--- src/rtl/motor_ramp_pwm_pkg.sv ---
// Shared types, default parameters and width helper for the motor_ramp_pwm slice.
package motor_pkg;

  typedef enum logic [1:0] {
    RUN   = 2'd0,
    BRAKE = 2'd1,
    DEAD  = 2'd2
  } ch_state_t;

  localparam int unsigned DEF_N_CH      = 2;
  localparam int unsigned DEF_DUTY_W    = 10;
  localparam int unsigned DEF_PERIOD    = 4000;
  localparam int unsigned DEF_RAMP_STEP = 32;
  localparam int unsigned DEF_DEAD_PER  = 2;

  // Bits needed to hold 0..n-1 (cnt, cmp and dead_cnt), never narrower than 1.
  function automatic int unsigned cnt_width(input int unsigned n);
    return (n <= 2) ? 1 : $clog2(n);
  endfunction

endpackage

--- src/rtl/motor_ramp_pwm_if.sv ---
// Target-load bus from the mode/steering logic into the motor driver.
interface motor_ramp_pwm_if #(
  parameter int unsigned N_CH   = 2,
  parameter int unsigned DUTY_W = 10
);
  logic                     tgt_valid;
  logic [N_CH-1:0]          tgt_dir;
  logic [N_CH*DUTY_W-1:0]   tgt_mag;

  modport master (output tgt_valid, output tgt_dir, output tgt_mag);
  modport slave  (input  tgt_valid, input  tgt_dir, input  tgt_mag);
endinterface

--- src/rtl/motor_ramp_pwm_ch.sv ---
// One motor channel: target latch, RUN/BRAKE/DEAD ramp FSM, compare value and PWM.
module motor_ramp_ch
  import motor_pkg::*;
#(
  parameter int unsigned DUTY_W    = DEF_DUTY_W,
  parameter int unsigned PERIOD    = DEF_PERIOD,
  parameter int unsigned RAMP_STEP = DEF_RAMP_STEP,
  parameter int unsigned DEAD_PER  = DEF_DEAD_PER
) (
  input  logic                         clk,
  input  logic                         rst_n,
  input  logic                         tick,
  input  logic [cnt_width(PERIOD)-1:0] cnt,
  input  logic                         estop,
  input  logic                         ld,
  input  logic                         ld_dir,
  input  logic [DUTY_W-1:0]            ld_mag,
  output logic                         pwm,
  output logic                         dir,
  output logic                         at_target
);

  localparam int unsigned CW  = cnt_width(PERIOD);
  localparam int unsigned DCW = cnt_width(DEAD_PER);
  localparam int unsigned PW  = DUTY_W + CW;
  localparam logic [DUTY_W-1:0] STEP      = DUTY_W'(RAMP_STEP);
  localparam logic [PW-1:0]     PERIOD_W  = PW'(PERIOD);
  localparam logic [DCW-1:0]    DEAD_INIT = DCW'(DEAD_PER - 1);

  ch_state_t          state, nxt_state;
  logic               tgt_dir_q, cur_dir, nxt_dir;
  logic [DUTY_W-1:0]  tgt_mag_q, cur_mag, nxt_mag, dec_mag, toward_mag;
  logic [DCW-1:0]     dead_cnt, nxt_dead;
  logic [CW-1:0]      cmp;
  logic [PW-1:0]      prod;

  always_comb begin
    dec_mag = (cur_mag > STEP) ? cur_mag - STEP : '0;
    if (tgt_mag_q >= cur_mag)
      toward_mag = ((tgt_mag_q - cur_mag) > STEP) ? cur_mag + STEP : tgt_mag_q;
    else
      toward_mag = ((cur_mag - tgt_mag_q) > STEP) ? cur_mag - STEP : tgt_mag_q;

    nxt_state = state;
    nxt_dir   = cur_dir;
    nxt_mag   = cur_mag;
    nxt_dead  = dead_cnt;

    case (state)
      DEAD: begin
        nxt_mag = '0;
        if (dead_cnt == '0) begin
          nxt_dir   = tgt_dir_q;
          nxt_state = RUN;
        end else begin
          nxt_dead = dead_cnt - 1'b1;
        end
      end
      default: begin
        // RUN and BRAKE share the decision tree: a BRAKE whose target reverts
        // (or drops to zero) simply resumes RUN behaviour on this tick, and
        // the first braking step is taken on the tick that detects reversal.
        if (tgt_mag_q == '0) begin
          nxt_mag   = dec_mag;
          nxt_state = RUN;
        end else if (tgt_dir_q == cur_dir) begin
          nxt_mag   = toward_mag;
          nxt_state = RUN;
        end else if (cur_mag == '0) begin
          nxt_state = DEAD;
          nxt_dead  = DEAD_INIT;
        end else begin
          nxt_mag = dec_mag;
          if (dec_mag == '0) begin
            nxt_state = DEAD;
            nxt_dead  = DEAD_INIT;
          end else begin
            nxt_state = BRAKE;
          end
        end
      end
    endcase

    prod = PW'(nxt_mag) * PERIOD_W;
  end

  always_ff @(posedge clk or negedge rst_n) begin
    if (!rst_n) begin
      state     <= RUN;
      tgt_dir_q <= 1'b0;
      tgt_mag_q <= '0;
      cur_dir   <= 1'b0;
      cur_mag   <= '0;
      dead_cnt  <= '0;
      cmp       <= '0;
      pwm       <= 1'b0;
      dir       <= 1'b0;
      at_target <= 1'b0;
    end else begin
      pwm       <= (cnt < cmp);
      dir       <= cur_dir;
      at_target <= (state == RUN) && (cur_mag == tgt_mag_q) &&
                   ((tgt_mag_q == '0) || (cur_dir == tgt_dir_q));
      if (estop) begin
        state     <= RUN;
        cur_mag   <= '0;
        cmp       <= '0;
        tgt_mag_q <= '0;
      end else begin
        if (ld) begin
          tgt_dir_q <= ld_dir;
          tgt_mag_q <= ld_mag;
        end
        if (tick) begin
          state    <= nxt_state;
          cur_dir  <= nxt_dir;
          cur_mag  <= nxt_mag;
          dead_cnt <= nxt_dead;
          cmp      <= CW'(prod >> DUTY_W);
        end
      end
    end
  end

endmodule

--- src/rtl/motor_ramp_pwm.sv ---
// Multi-channel slew-limited PWM motor driver: shared period counter plus N_CH ramp channels.
module motor_ramp_pwm
  import motor_pkg::*;
#(
  parameter int unsigned N_CH      = DEF_N_CH,
  parameter int unsigned DUTY_W    = DEF_DUTY_W,
  parameter int unsigned PERIOD    = DEF_PERIOD,
  parameter int unsigned RAMP_STEP = DEF_RAMP_STEP,
  parameter int unsigned DEAD_PER  = DEF_DEAD_PER
) (
  input  logic                 clk,
  input  logic                 rst_n,
  motor_ramp_pwm_if.slave      tgt,
  input  logic                 estop,
  output logic [N_CH-1:0]      pwm,
  output logic [N_CH-1:0]      dir,
  output logic [N_CH-1:0]      at_target,
  output logic                 period_tick
);

  localparam int unsigned CW = cnt_width(PERIOD);
  localparam logic [CW-1:0] CNT_LAST = CW'(PERIOD - 1);

  logic [CW-1:0] cnt;
  logic          tick;

  assign tick        = (cnt == CNT_LAST);
  assign period_tick = tick;

  always_ff @(posedge clk or negedge rst_n) begin
    if (!rst_n)
      cnt <= '0;
    else if (tick)
      cnt <= '0;
    else
      cnt <= cnt + 1'b1;
  end

  for (genvar i = 0; i < N_CH; i++) begin : g_ch
    motor_ramp_ch #(
      .DUTY_W    (DUTY_W),
      .PERIOD    (PERIOD),
      .RAMP_STEP (RAMP_STEP),
      .DEAD_PER  (DEAD_PER)
    ) u_ch (
      .clk       (clk),
      .rst_n     (rst_n),
      .tick      (tick),
      .cnt       (cnt),
      .estop     (estop),
      .ld        (tgt.tgt_valid),
      .ld_dir    (tgt.tgt_dir[i]),
      .ld_mag    (tgt.tgt_mag[i*DUTY_W +: DUTY_W]),
      .pwm       (pwm[i]),
      .dir       (dir[i]),
      .at_target (at_target[i])
    );
  end

endmodule

--- src/flat_wrapper.sv ---
// flat-port wrapper written by rule: the top's interface ports become plain ports
module motor_ramp_pwm_flat import motor_pkg::*;
#(
  parameter int unsigned N_CH      = DEF_N_CH,
  parameter int unsigned DUTY_W    = DEF_DUTY_W,
  parameter int unsigned PERIOD    = DEF_PERIOD,
  parameter int unsigned RAMP_STEP = DEF_RAMP_STEP,
  parameter int unsigned DEAD_PER  = DEF_DEAD_PER
)
  (clk, rst_n, estop, pwm, dir, at_target, period_tick, tgt_tgt_valid, tgt_tgt_dir, tgt_tgt_mag);
  motor_ramp_pwm_if #(.N_CH(N_CH), .DUTY_W(DUTY_W)) tgt_i ();
  input  logic clk;
  input  logic rst_n;
  input  logic estop;
  output logic [N_CH-1:0] pwm;
  output logic [N_CH-1:0] dir;
  output logic [N_CH-1:0] at_target;
  output logic period_tick;
  input wire logic [$bits(tgt_i.tgt_valid)-1:0] tgt_tgt_valid;
  input wire logic [$bits(tgt_i.tgt_dir)-1:0] tgt_tgt_dir;
  input wire logic [$bits(tgt_i.tgt_mag)-1:0] tgt_tgt_mag;
  assign tgt_i.tgt_valid = tgt_tgt_valid;
  assign tgt_i.tgt_dir = tgt_tgt_dir;
  assign tgt_i.tgt_mag = tgt_tgt_mag;
  motor_ramp_pwm #(.N_CH(N_CH), .DUTY_W(DUTY_W), .PERIOD(PERIOD), .RAMP_STEP(RAMP_STEP), .DEAD_PER(DEAD_PER)) u_core (.clk(clk), .rst_n(rst_n), .tgt(tgt_i), .estop(estop), .pwm(pwm), .dir(dir), .at_target(at_target), .period_tick(period_tick));
endmodule
--- config.mk ---
export PLATFORM = sky130hd
export DESIGN_NAME = motor_ramp_pwm_flat
export DESIGN_NICKNAME = d
export VERILOG_FILES = /design/src/rtl/motor_ramp_pwm_pkg.sv /design/src/rtl/motor_ramp_pwm_if.sv /design/src/rtl/motor_ramp_pwm_ch.sv /design/src/rtl/motor_ramp_pwm.sv /design/src/flat_wrapper.sv
export SDC_FILE = /design/constraint.sdc
export NUM_CORES = 1
export LEC_CHECK = 0
export ABC_AREA = 1
export BUFFER_PORTS_ARGS = -buffer_cell sky130_fd_sc_hd__buf_2
export CAP_MARGIN = 0
export CORE_MARGIN = 3
export CORE_UTILIZATION = 44
export CTS_CLUSTER_SIZE = 28
export DETAILED_ROUTE_END_ITERATION = 7
export GPL_TIMING_DRIVEN = 1
export SLEW_MARGIN = 20
export SYNTH_ARGS = -nofsm -noshare
export SYNTH_HDL_FRONTEND = slang
export SYNTH_HIERARCHICAL = 1
export SYNTH_SLANG_ARGS = --single-unit
--- constraint.sdc ---
create_clock -name clk -period 11.4 [get_ports clk]
set_input_delay 1.14 -clock clk [delete_from_list [all_inputs] [get_ports clk]]
set_output_delay 1.14 -clock clk [all_outputs]
set_load 0.05 [all_outputs]
==> metrics.txt, run 1 <==
average wire per standard cell around 15 um; layout overhead on the synthesized area 6.97%; crit start category flop; crit end category flop; reported max-cap violation count 0; depth of the worst hold-timing path 0; final setup fails 0; timing startpoint of the critical path u_core/g_ch[0].u_ch/cur_mag[0]$_DFFE_PN0P_; global placer's final weighted congestion roughly 0.90; number of synthesized register bits slightly above 90; DR vias 10200; Post-Syn Instances ~1600; pin count of the biggest net entering global routing 60; Total Nets Final 1878; part of the Yosys area used for sequential elements 20.0%; clock buffer count from CTS 9; RSZ-0062 raised after global routing no; DRC violations left 0; Critical R2R Launch u_core/g_ch[0].u_ch/cur_mag[0]$_DFFE_PN0P_; clock sink count about 90; DIE AREA 28200 um2; total number of placement rows 58; final critical delay including setup and external delays 7.06 ns; highest net fanout along the worst path 7; async set-reset flop share out of synthesis 100%; core outline area 25500 um2; WP data arrival ~7.3 ns; result of the run finished, final reports clean; Most common cell on crit path sky130_fd_sc_hd__nand2_1; crit path kind reg -> reg; worst-case setup margin in the final layout around 4.3 ns; half-perimeter wire length of the detailed placement result between 20000 and 25000 um; number of port buffers 32; Setup Buffers After CTS 0; Initial Utilization between 40% and 50%; count of flip-flops with a built-in enable after synthesis 0; slew at the pin closest to its max-slew limit between 0.9 and 1 ns; sum of negative setup slack 0 ns; initial antenna violation count 0; distinct cell type count after synthesis 52; cell with the largest stage delay on the worst path sky130_fd_sc_hd__fa_1; r2r endpoint u_core/g_ch[0].u_ch/cmp[11]$_DFFE_PN0P_; Placement Setup Slack around 4.4 ns; worst min-delay path category reg -> reg; global-route total usage across every layer a little over a fifth; depth of the CTS H-tree 3; floorplan die height 168 um; Max-slew headroom around 39%; clock transition at the register clock pins on the worst setup and hold paths after CTS 0.08 ns; maximum clock rate between 0.1 and 0.15 GHz; number of gates given a new drive strength after cts 0; number of warnings reported in the yosys synthesis log 6; number of nets in the synthesized netlist about 1900; final setup skew approximately 0.011 ns; Mean Syn Cell Area roughly 7.1 um2; number of iterations in the first detailed-routing pass 7; share of cells above drive strength 1 7.92%; CP required 11.65 ns; DRT iter0 DRCs roughly 740; Final Cycle Share around three fifths; Die Wd about 170 um; path depth of the worst reg2reg path 32; post-route ant nets 0; Post-Route WL ~29000 um; latest clock arrival within the worst-skew pair 0.36 ns; predominant post-synthesis flop cell sky130_fd_sc_hd__dfrtp_1; capturing instance or port of the critical path u_core/g_ch[0].u_ch/cmp[11]$_DFFE_PN0P_; I/O pins 33; number of buffers inserted for hold repair after clock tree synthesis 0; Avg Vias per Cell 5.16; Worst path max stage delay 0.60 ns; netlist area before placement 11500 um2; global-route wire length before repair about 50000 um; TritonCTS clock tree done; number of hold-slack violations in the final timing report 0; total congestion overflow after global routing 0; clock root cell sky130_fd_sc_hd__clkbuf_16; Slew Limit Fails 0; number of global-route vias before repair 10200; Antenna Cells 0; largest buffer count on any clock path 2; flop-to-flop setup slack around 4.3 ns
cells by family after synthesis:
family          Yosys count  synth area share [%]
compound gates          238                  12.3
fa+ha+maj               203                  25.8
flops                    92                  20.0
xor+xnor                 24                  1.82
simple gates            705                  28.0
buf+inv                 364                  12.1
metrics by stage:
step | area, um2 | std cells | utilization (%) | hold WS [ns]
detailed placement | 12000 | 1968 | 47.1 | 0.420
CTS | 12300 | 1984 | 48.4 | 0.438
global placement | 12000 | 1968 | 47.1 | 0.418
finish | 12300 | 1984 | 48.4 | 0.444
global route | 12300 | 1984 | 48.4 | 0.451
floorplan | 11500 | 1626 | - | 0.393
critical path, delay by kind of cell, from the launching register on:
| family | cells | cell delay (ns) |
|---|---|---|
| adders and majority gates | 7 | 2.91 |
| and+or+nand+nor | 15 | 1.49 |
| AOI/OAI and AO/OA | 6 | 1.49 |
| buffers and inverters | 4 | 0.61 |
| DFF | 1 | 0.45 |
cells in the mapped netlist, drive strengths merged, types with 15 or more instances:
cell type | number | area share [%]
nor2 | 113 | 4.8
fa | 58 | 10
nand3 | 146 | 6.6
a21oi | 83 | 3.6
nand4 | 22 | 1.2
nand2 | 401 | 14
clkbuf | 15 | 0.49
inv | 338 | 11
o22ai | 31 | 1.7
dfrtp | 92 | 20
o21ai | 71 | 3.1
ha | 145 | 16
worst min-delay path by stage:
| stage | start | endpoint | slack [ns] |
|---|---|---|---|
| detailed placement | u_core/g_ch[1].u_ch/cur_dir$_DFFE_PN0P_ | u_core/g_ch[1].u_ch/dir$_DFF_PN0_ | 0.42 |
| floorplan | u_core/g_ch[0].u_ch/cur_dir$_DFFE_PN0P_ | u_core/g_ch[0].u_ch/dir$_DFF_PN0_ | 0.39 |
| finish | u_core/g_ch[1].u_ch/cur_dir$_DFFE_PN0P_ | u_core/g_ch[1].u_ch/dir$_DFF_PN0_ | 0.44 |
| global placement | u_core/g_ch[1].u_ch/cur_dir$_DFFE_PN0P_ | u_core/g_ch[1].u_ch/dir$_DFF_PN0_ | 0.42 |
| CTS | u_core/g_ch[1].u_ch/cur_dir$_DFFE_PN0P_ | u_core/g_ch[1].u_ch/dir$_DFF_PN0_ | 0.44 |
| global route | u_core/g_ch[1].u_ch/cur_dir$_DFFE_PN0P_ | u_core/g_ch[1].u_ch/dir$_DFF_PN0_ | 0.45 |
flip-flops by register name, indices dropped and copies added, names as in the netlist:
signal / cells
u_core/g_ch.u_ch/pwm: 2
u_core/cnt: 12
u_core/g_ch.u_ch/tgt_dir_q: 2
u_core/g_ch.u_ch/cur_mag: 20
u_core/g_ch.u_ch/at_target: 2
u_core/g_ch.u_ch/dir: 2
u_core/g_ch.u_ch/state: 4
u_core/g_ch.u_ch/tgt_mag_q: 20
u_core/g_ch.u_ch/dead_cnt: 2
u_core/g_ch.u_ch/cmp: 24
u_core/g_ch.u_ch/cur_dir: 2
area by class of cell:
class	count	area (um2)
fillers	2593	13100
multi-input cells	1170	7830
flip-flops and latches	92	2300
inverters	341	1280
well taps	330	413
clock buffers	9	225
repair buffers	35	185
clock inverters	7	92.6
per-layer routing:
metal,vias to the layer above,wire [um],global-route usage (%)
met4,0,578,5.80
met5,-,0,0
li1,5265,-,-
met2,177,13300,34.5
met3,36,910,1.88
met1,4764,14500,30.6
layout by cell type (no fill, tap or decap), drive strengths merged, types with 13 or more instances in the layout:
cell type / instances
a21oi: 83
buf: 35
dfrtp: 92
fa: 58
ha: 145
inv: 341
nand2: 401
nand3: 146
nand4: 22
nor2: 113
o211ai: 13
o21ai: 71
o22ai: 31
Power of run 1 is not shown: default switching activity piles up to over one toggle a cycle in this logic, so the estimate is an artifact.
==> inputs of run 2 (changes only) <==
==> constraint.sdc (replaced) <==
create_clock -name clk -period 6.5 [get_ports clk]
set_input_delay 0.65 -clock clk [delete_from_list [all_inputs] [get_ports clk]]
set_output_delay 0.65 -clock clk [all_outputs]
set_load 0.05 [all_outputs]
==> run 2 against run 1 <==
  * Register-to-register slack worse by 3.9 ns
  * Routed wire length increased by 1.6%
  * Utilization rose by 2.4 points
  * Global-route usage up 0.21 points
  * Design area is 4.9% higher
==> metrics.txt, run 2 (synthesis gave the netlist of run 1 again) <==
result of the run finished, final reports clean; area of the multi-input gates 8050 um2 (+2.8%); final setup skew 0.0131 ns (+0.00245 ns); flop-to-flop setup slack 0.41 ns (-3.92 ns); Avg Vias per Cell 5.15 (-0.29%); half-perimeter wire length of the detailed placement result 24700 um (+1.9%); Initial Utilization 45.2% (unchanged); WP data arrival 6.33 ns (-0.98 ns); Die Wd 168 um (unchanged); Max-slew headroom 36.2% (-3.0 points); number of port buffers 32 (unchanged); most frequent standard cell in the layout excluding fill and tap cells sky130_fd_sc_hd__nand2_1; Post-Route WL 29700 um (+1.6%); RSZ-0062 raised after global routing yes; I/O pins 33 (unchanged); Worst path max stage delay 0.56 ns (-0.04 ns); layout overhead on the synthesized area 12.2%; largest buffer count on any clock path 2 (unchanged); Antenna Cells 0 (unchanged); timing startpoint of the critical path u_core/g_ch[0].u_ch/cur_mag[5]$_DFFE_PN0P_; number of global-route vias before repair 10300 (+1.7%); commonest cells after routing, fill and taps aside sky130_fd_sc_hd__nand2_1, sky130_fd_sc_hd__inv_1, sky130_fd_sc_hd__nand3_1; depth of the CTS H-tree 3 (unchanged); average wire per standard cell 14.6 um (-0.96%); total congestion overflow after global routing 0 (unchanged); capturing instance or port of the critical path u_core/g_ch[0].u_ch/cmp[11]$_DFFE_PN0P_; maximum clock rate 0.164 GHz (+16%); final critical delay including setup and external delays 6.09 ns (-0.976 ns); latest clock arrival within the worst-skew pair 0.35 ns (about the same); largest register by flop count u_core/g_ch.u_ch/cmp; pin count of the biggest net entering global routing 73 (+22%); final setup fails 0 (unchanged); CP required 6.74 ns (-4.91 ns); sum of negative setup slack 0 ns (unchanged); area occupied by registers 2300 um2 (+0.11%); crit start category flop; core outline area 25500 um2 (unchanged); slew at the pin closest to its max-slew limit 0.957 ns (+0.0480 ns); global-route wire length before repair 50900 um (+1.4%); path depth of the worst reg2reg path 29 (-9.4%); Final Cycle Share 93.6% (+32 points); worst min-delay path category in -> async; clock root cell sky130_fd_sc_hd__clkbuf_16; initial antenna violation count 0 (unchanged); total number of placement rows 58 (unchanged); cell with the largest stage delay on the worst path sky130_fd_sc_hd__fa_1; flip-flop count of the largest register after layout 24 (unchanged); reported max-cap violation count 0 (unchanged); Slew Limit Fails 0 (unchanged); r2r endpoint u_core/g_ch[0].u_ch/cmp[11]$_DFFE_PN0P_; clock transition at the register clock pins on the worst setup and hold paths after CTS 0.07 ns (about the same); DRC violations left 0 (unchanged); Critical R2R Launch u_core/g_ch[0].u_ch/cur_mag[5]$_DFFE_PN0P_; DRT iter0 DRCs 762 (+3.7%); Filler cells 2608 (+0.58%); global-route total usage across every layer 21.5% (+0.21 points); DR vias 10500 (+2.3%); TritonCTS clock tree done; crit end category flop; share of cells above drive strength 1 14.0% (+6.1 points); Post-Layout Cell Count 2035 (+2.6%); Post-Route Hold Slack 0.172 ns (-0.272 ns); highest net fanout along the worst path 7 (unchanged); crit path kind reg -> reg; post-route ant nets 0 (unchanged); cell total after placement 2010 (+2.1%); Total Nets Final 1929 (+2.7%); largest registers ranked by flip-flop count u_core/g_ch.u_ch/cmp x24, u_core/g_ch.u_ch/cur_mag x20, u_core/g_ch.u_ch/tgt_mag_q x20; global placer's final weighted congestion 0.922 (+2.0%); clock buffer count from CTS 9 (unchanged); clock sink count 92 (unchanged); utilization after layout 50.8% (+2.4 points); DIE AREA 28200 um2 (unchanged); floorplan die height 168 um (unchanged); number of iterations in the first detailed-routing pass 7 (unchanged); number of hold-slack violations in the final timing report 0 (unchanged)
## run 2: cell types whose count changed in the layout (fill, tap and decap cells not counted), sizes merged
| cell | previous run | this run |
|---|---|---|
| buf | 35 | 86 |
| clkinv | 6 | 5 |
| inv | 341 | 342 |
## run 2: final cells by class
class	count	area share (%)
inverters	341	9.92
well taps	330	3.19
multi-input cells	1170	62.2
clock buffers	9	1.74
clock inverters	7	0.677
repair buffers	86	4.42
flip-flops and latches	92	17.8
## run 2: through the flow
stage                     setup WS [ns]  area, um2
after CTS                        0.0436      12600
after global placement           0.0719      12300
after detailed placement         0.0529      12300
after floorplan                   0.535      11500
after global routing            -0.0118      12900
final                             0.413      12900
## run 2: how the worst min path moves through the flow
stage | from | depth (start not counted) | end
after floorplan | rst_n | 0 | u_core/cnt[0]$_DFF_PN0_
after global placement | u_core/g_ch[1].u_ch/cur_dir$_DFFE_PN0P_ | 0 | u_core/g_ch[1].u_ch/dir$_DFF_PN0_
after detailed placement | u_core/g_ch[1].u_ch/cur_dir$_DFFE_PN0P_ | 0 | u_core/g_ch[1].u_ch/dir$_DFF_PN0_
after CTS | rst_n | 1 | u_core/g_ch[1].u_ch/cmp[11]$_DFFE_PN0P_
after global routing | rst_n | 1 | u_core/g_ch[1].u_ch/cmp[11]$_DFFE_PN0P_
final | rst_n | 1 | u_core/g_ch[1].u_ch/cmp[11]$_DFFE_PN0P_
## run 2: worst max-delay path, delay by kind of cell, from the launching register on
family	cells	cell delay (ns)
simple gates	11	1.05
compound gates	9	1.59
flops	1	0.50
buf+inv	3	0.16
fa+ha+maj	6	2.66
## run 2: timing repair
item | CTS | global route
pin swaps | 0 | 19
hold buffers | 0 | 0
setup endpoints to repair | 1 | 20
hold endpoints to repair | 0 | 0
buffers inserted | 0 | 9
gates resized for setup | 1 | 69
## run 2: routing by layer
layer  routed length [um]  part of all wire, %  track usage [%]
met2                13700                   46             35.4
met4                  577                  1.9             5.30
met3                  869                  2.9             1.50
met5                    0                    0                0
met1                14600                   49             30.9
Power of run 2 is left out for the same reason.
==> inputs of run 3 (changes only) <==
--- a/config.mk
+++ b/config.mk
@@ -8,6 +8,7 @@
 export ABC_AREA = 1
 export BUFFER_PORTS_ARGS = -buffer_cell sky130_fd_sc_hd__buf_2
 export CAP_MARGIN = 0
+export CORE_ASPECT_RATIO = 1.1
 export CORE_MARGIN = 3
 export CORE_UTILIZATION = 44
 export CTS_CLUSTER_SIZE = 28
==> run 3 against run 2 <==
  * Sequential share of layout area up 0.15 points
  * Fmax down 0.45%
  * Design area down 0.77%
  * Clock skew down 0.0012 ns
  * Hold slack better by 0.072 ns
  * Count of clock-buffer cells in the layout up 1
  * Setup slack worse by 0.028 ns
==> metrics.txt, run 3 (synthesis gave the netlist of run 1 again) <==
Post-Route WL 29600 um (-0.56%); total congestion overflow after global routing 0 (unchanged); final setup fails 0 (unchanged); highest net fanout along the worst path 9 (+2); clock buffer count from CTS 9 (unchanged); Final Cycle Share 94.1% (+0.43 points); crit path kind reg -> reg; largest registers ranked by flip-flop count u_core/g_ch.u_ch/cmp x24, u_core/g_ch.u_ch/cur_mag x20, u_core/g_ch.u_ch/tgt_mag_q x20; largest register by flop count u_core/g_ch.u_ch/cmp; maximum clock rate 0.164 GHz (-0.45%); depth of the CTS H-tree 3 (unchanged); floorplan die height 176 um (+4.7%); number of global-route vias before repair 10200 (-0.92%); cell area after layout 12800 um2 (-0.77%); clock root cell sky130_fd_sc_hd__clkbuf_16; Max-slew headroom 37.3% (+1.0 points); global placer's final weighted congestion 0.900 (-2.4%); I/O pins 33 (unchanged); number of hold-slack violations in the final timing report 0 (unchanged); pin count of the biggest net entering global routing 59 (-19%); half-perimeter wire length of the detailed placement result 24300 um (-1.3%); reported max-cap violation count 0 (unchanged); sum of negative setup slack 0 ns (unchanged); Initial Utilization 45.2% (about the same); total number of placement rows 61 (+5.2%); final critical delay including setup and external delays 6.11 ns (+0.0276 ns); sum of buffers and inverters on the critical path 7 (+4); number of iterations in the first detailed-routing pass 5 (-2); commonest cells after routing, fill and taps aside sky130_fd_sc_hd__nand2_1, sky130_fd_sc_hd__inv_1, sky130_fd_sc_hd__nand3_1; post-route ant nets 0 (unchanged); Total Nets Final 1922 (-0.36%); latest clock arrival within the worst-skew pair 0.36 ns (about the same); crit end category flop; met3 routed wirelength 862 um (-0.81%); max layer used met4; cell with the largest stage delay on the worst path sky130_fd_sc_hd__fa_1; WP data arrival 6.35 ns (+0.02 ns); share of cells above drive strength 1 12.8% (-1.2 points); Detail Route met2 WL 13900 um (+1.4%); global-route wire length before repair 50100 um (-1.5%); slew at the pin closest to its max-slew limit 0.937 ns (-0.0190 ns); flip-flop count of the largest register after layout 24 (unchanged); Post-Route M1 WL 14100 um (-3.1%); DRC violations left 0 (unchanged); gate family responsible for the most delay along the worst path adder cells; DR vias 10500 (-0.12%); DIE AREA 28200 um2 (about the same); core outline area 25500 um2 (about the same); most frequent standard cell in the layout excluding fill and tap cells sky130_fd_sc_hd__nand2_1; clock transition at the register clock pins on the worst setup and hold paths after CTS 0.07 ns (about the same); instance area after placement 12300 um2 (about the same); clock sink count 92 (unchanged); largest buffer count on any clock path 2 (unchanged); Antenna Cells 0 (unchanged); global-route total usage across every layer 21.5% (about the same); Avg Vias per Cell 5.12 (-0.56%); Worst path max stage delay 0.51 ns (-0.05 ns); TritonCTS clock tree done; number of port buffers 32 (unchanged); CP required 6.74 ns (about the same); initial antenna violation count 0 (unchanged); average wire per standard cell 14.5 um (-1.0%); crit start category flop; Slew Limit Fails 0 (unchanged); worst min-delay path category in -> async; Most common cell on crit path sky130_fd_sc_hd__nand2_1; utilization after layout 50.3% (-0.43 points); layout overhead on the synthesized area 11.4%; final setup skew 0.0119 ns (-0.00119 ns); DRT iter0 DRCs 829 (+8.8%); result of the run finished, final reports clean; RSZ-0062 raised after global routing no; Die Wd 160 um (-4.5%)
-- run 3: through the flow --
| step | hold slack [ns] | setup slack [ns] | instances |
|---|---|---|---|
| after floorplan | 0.354 | 0.535 | 1626 |
| after global routing | 0.270 | 0.00608 | 2044 |
| final | 0.244 | 0.386 | 2044 |
| after global placement | 0.407 | 0.216 | 2024 |
| after CTS | 0.255 | 0.00820 | 2040 |
| after detailed placement | 0.423 | 0.0414 | 2024 |
-- run 3: final timing paths --
| path | from | endpoint | slack (ns) | cells past startpoint |
|---|---|---|---|---|
| setup / recovery | u_core/g_ch[1].u_ch/cur_mag[2]$_DFFE_PN0P_ | u_core/g_ch[1].u_ch/cmp[11]$_DFFE_PN0P_ | 0.39 | 31 |
| hold / removal | rst_n | u_core/g_ch[0].u_ch/tgt_mag_q[4]$_DFFE_PN0P_ | 0.24 | 1 |
| setup reg to reg | u_core/g_ch[1].u_ch/cur_mag[2]$_DFFE_PN0P_ | u_core/g_ch[1].u_ch/cmp[11]$_DFFE_PN0P_ | 0.39 | 31 |
| hold reg to reg | u_core/g_ch[1].u_ch/cur_dir$_DFFE_PN0P_ | u_core/g_ch[1].u_ch/dir$_DFF_PN0_ | 0.43 | 0 |
| max in group asynchronous | rst_n | u_core/g_ch[1].u_ch/cur_mag[0]$_DFFE_PN0P_ | 5.06 | 2 |
| min in group clk | u_core/g_ch[1].u_ch/cur_dir$_DFFE_PN0P_ | u_core/g_ch[1].u_ch/dir$_DFF_PN0_ | 0.43 | 0 |
-- run 3: what timing repair did --
item                                    4_1_cts  5_1_grt
gates resized for setup                       0       49
hold buffers                                  0        0
endpoints found under the setup margin        0       19
setup buffers                                 0        4
-- run 3: per-layer routing --
layer | GRT usage (%) | vias to the layer above
li1 | - | 5348
met2 | 36.7 | 212
met1 | 29.0 | 4855
met4 | 6.65 | 0
met5 | 0 | -
met3 | 1.67 | 47
-- run 3: final cells by class --
| class | count | area (um2) |
|---|---|---|
| clock buffer | 10 | 239 |
| inverter | 341 | 1280 |
| tap | 346 | 433 |
| timing repair buffer | 79 | 515 |
| sequential | 92 | 2310 |
| clock inverter | 6 | 70.1 |
| fill | 2570 | 12700 |
| multi-input combinational | 1170 | 7990 |
Power of run 3 is left out for the same reason.
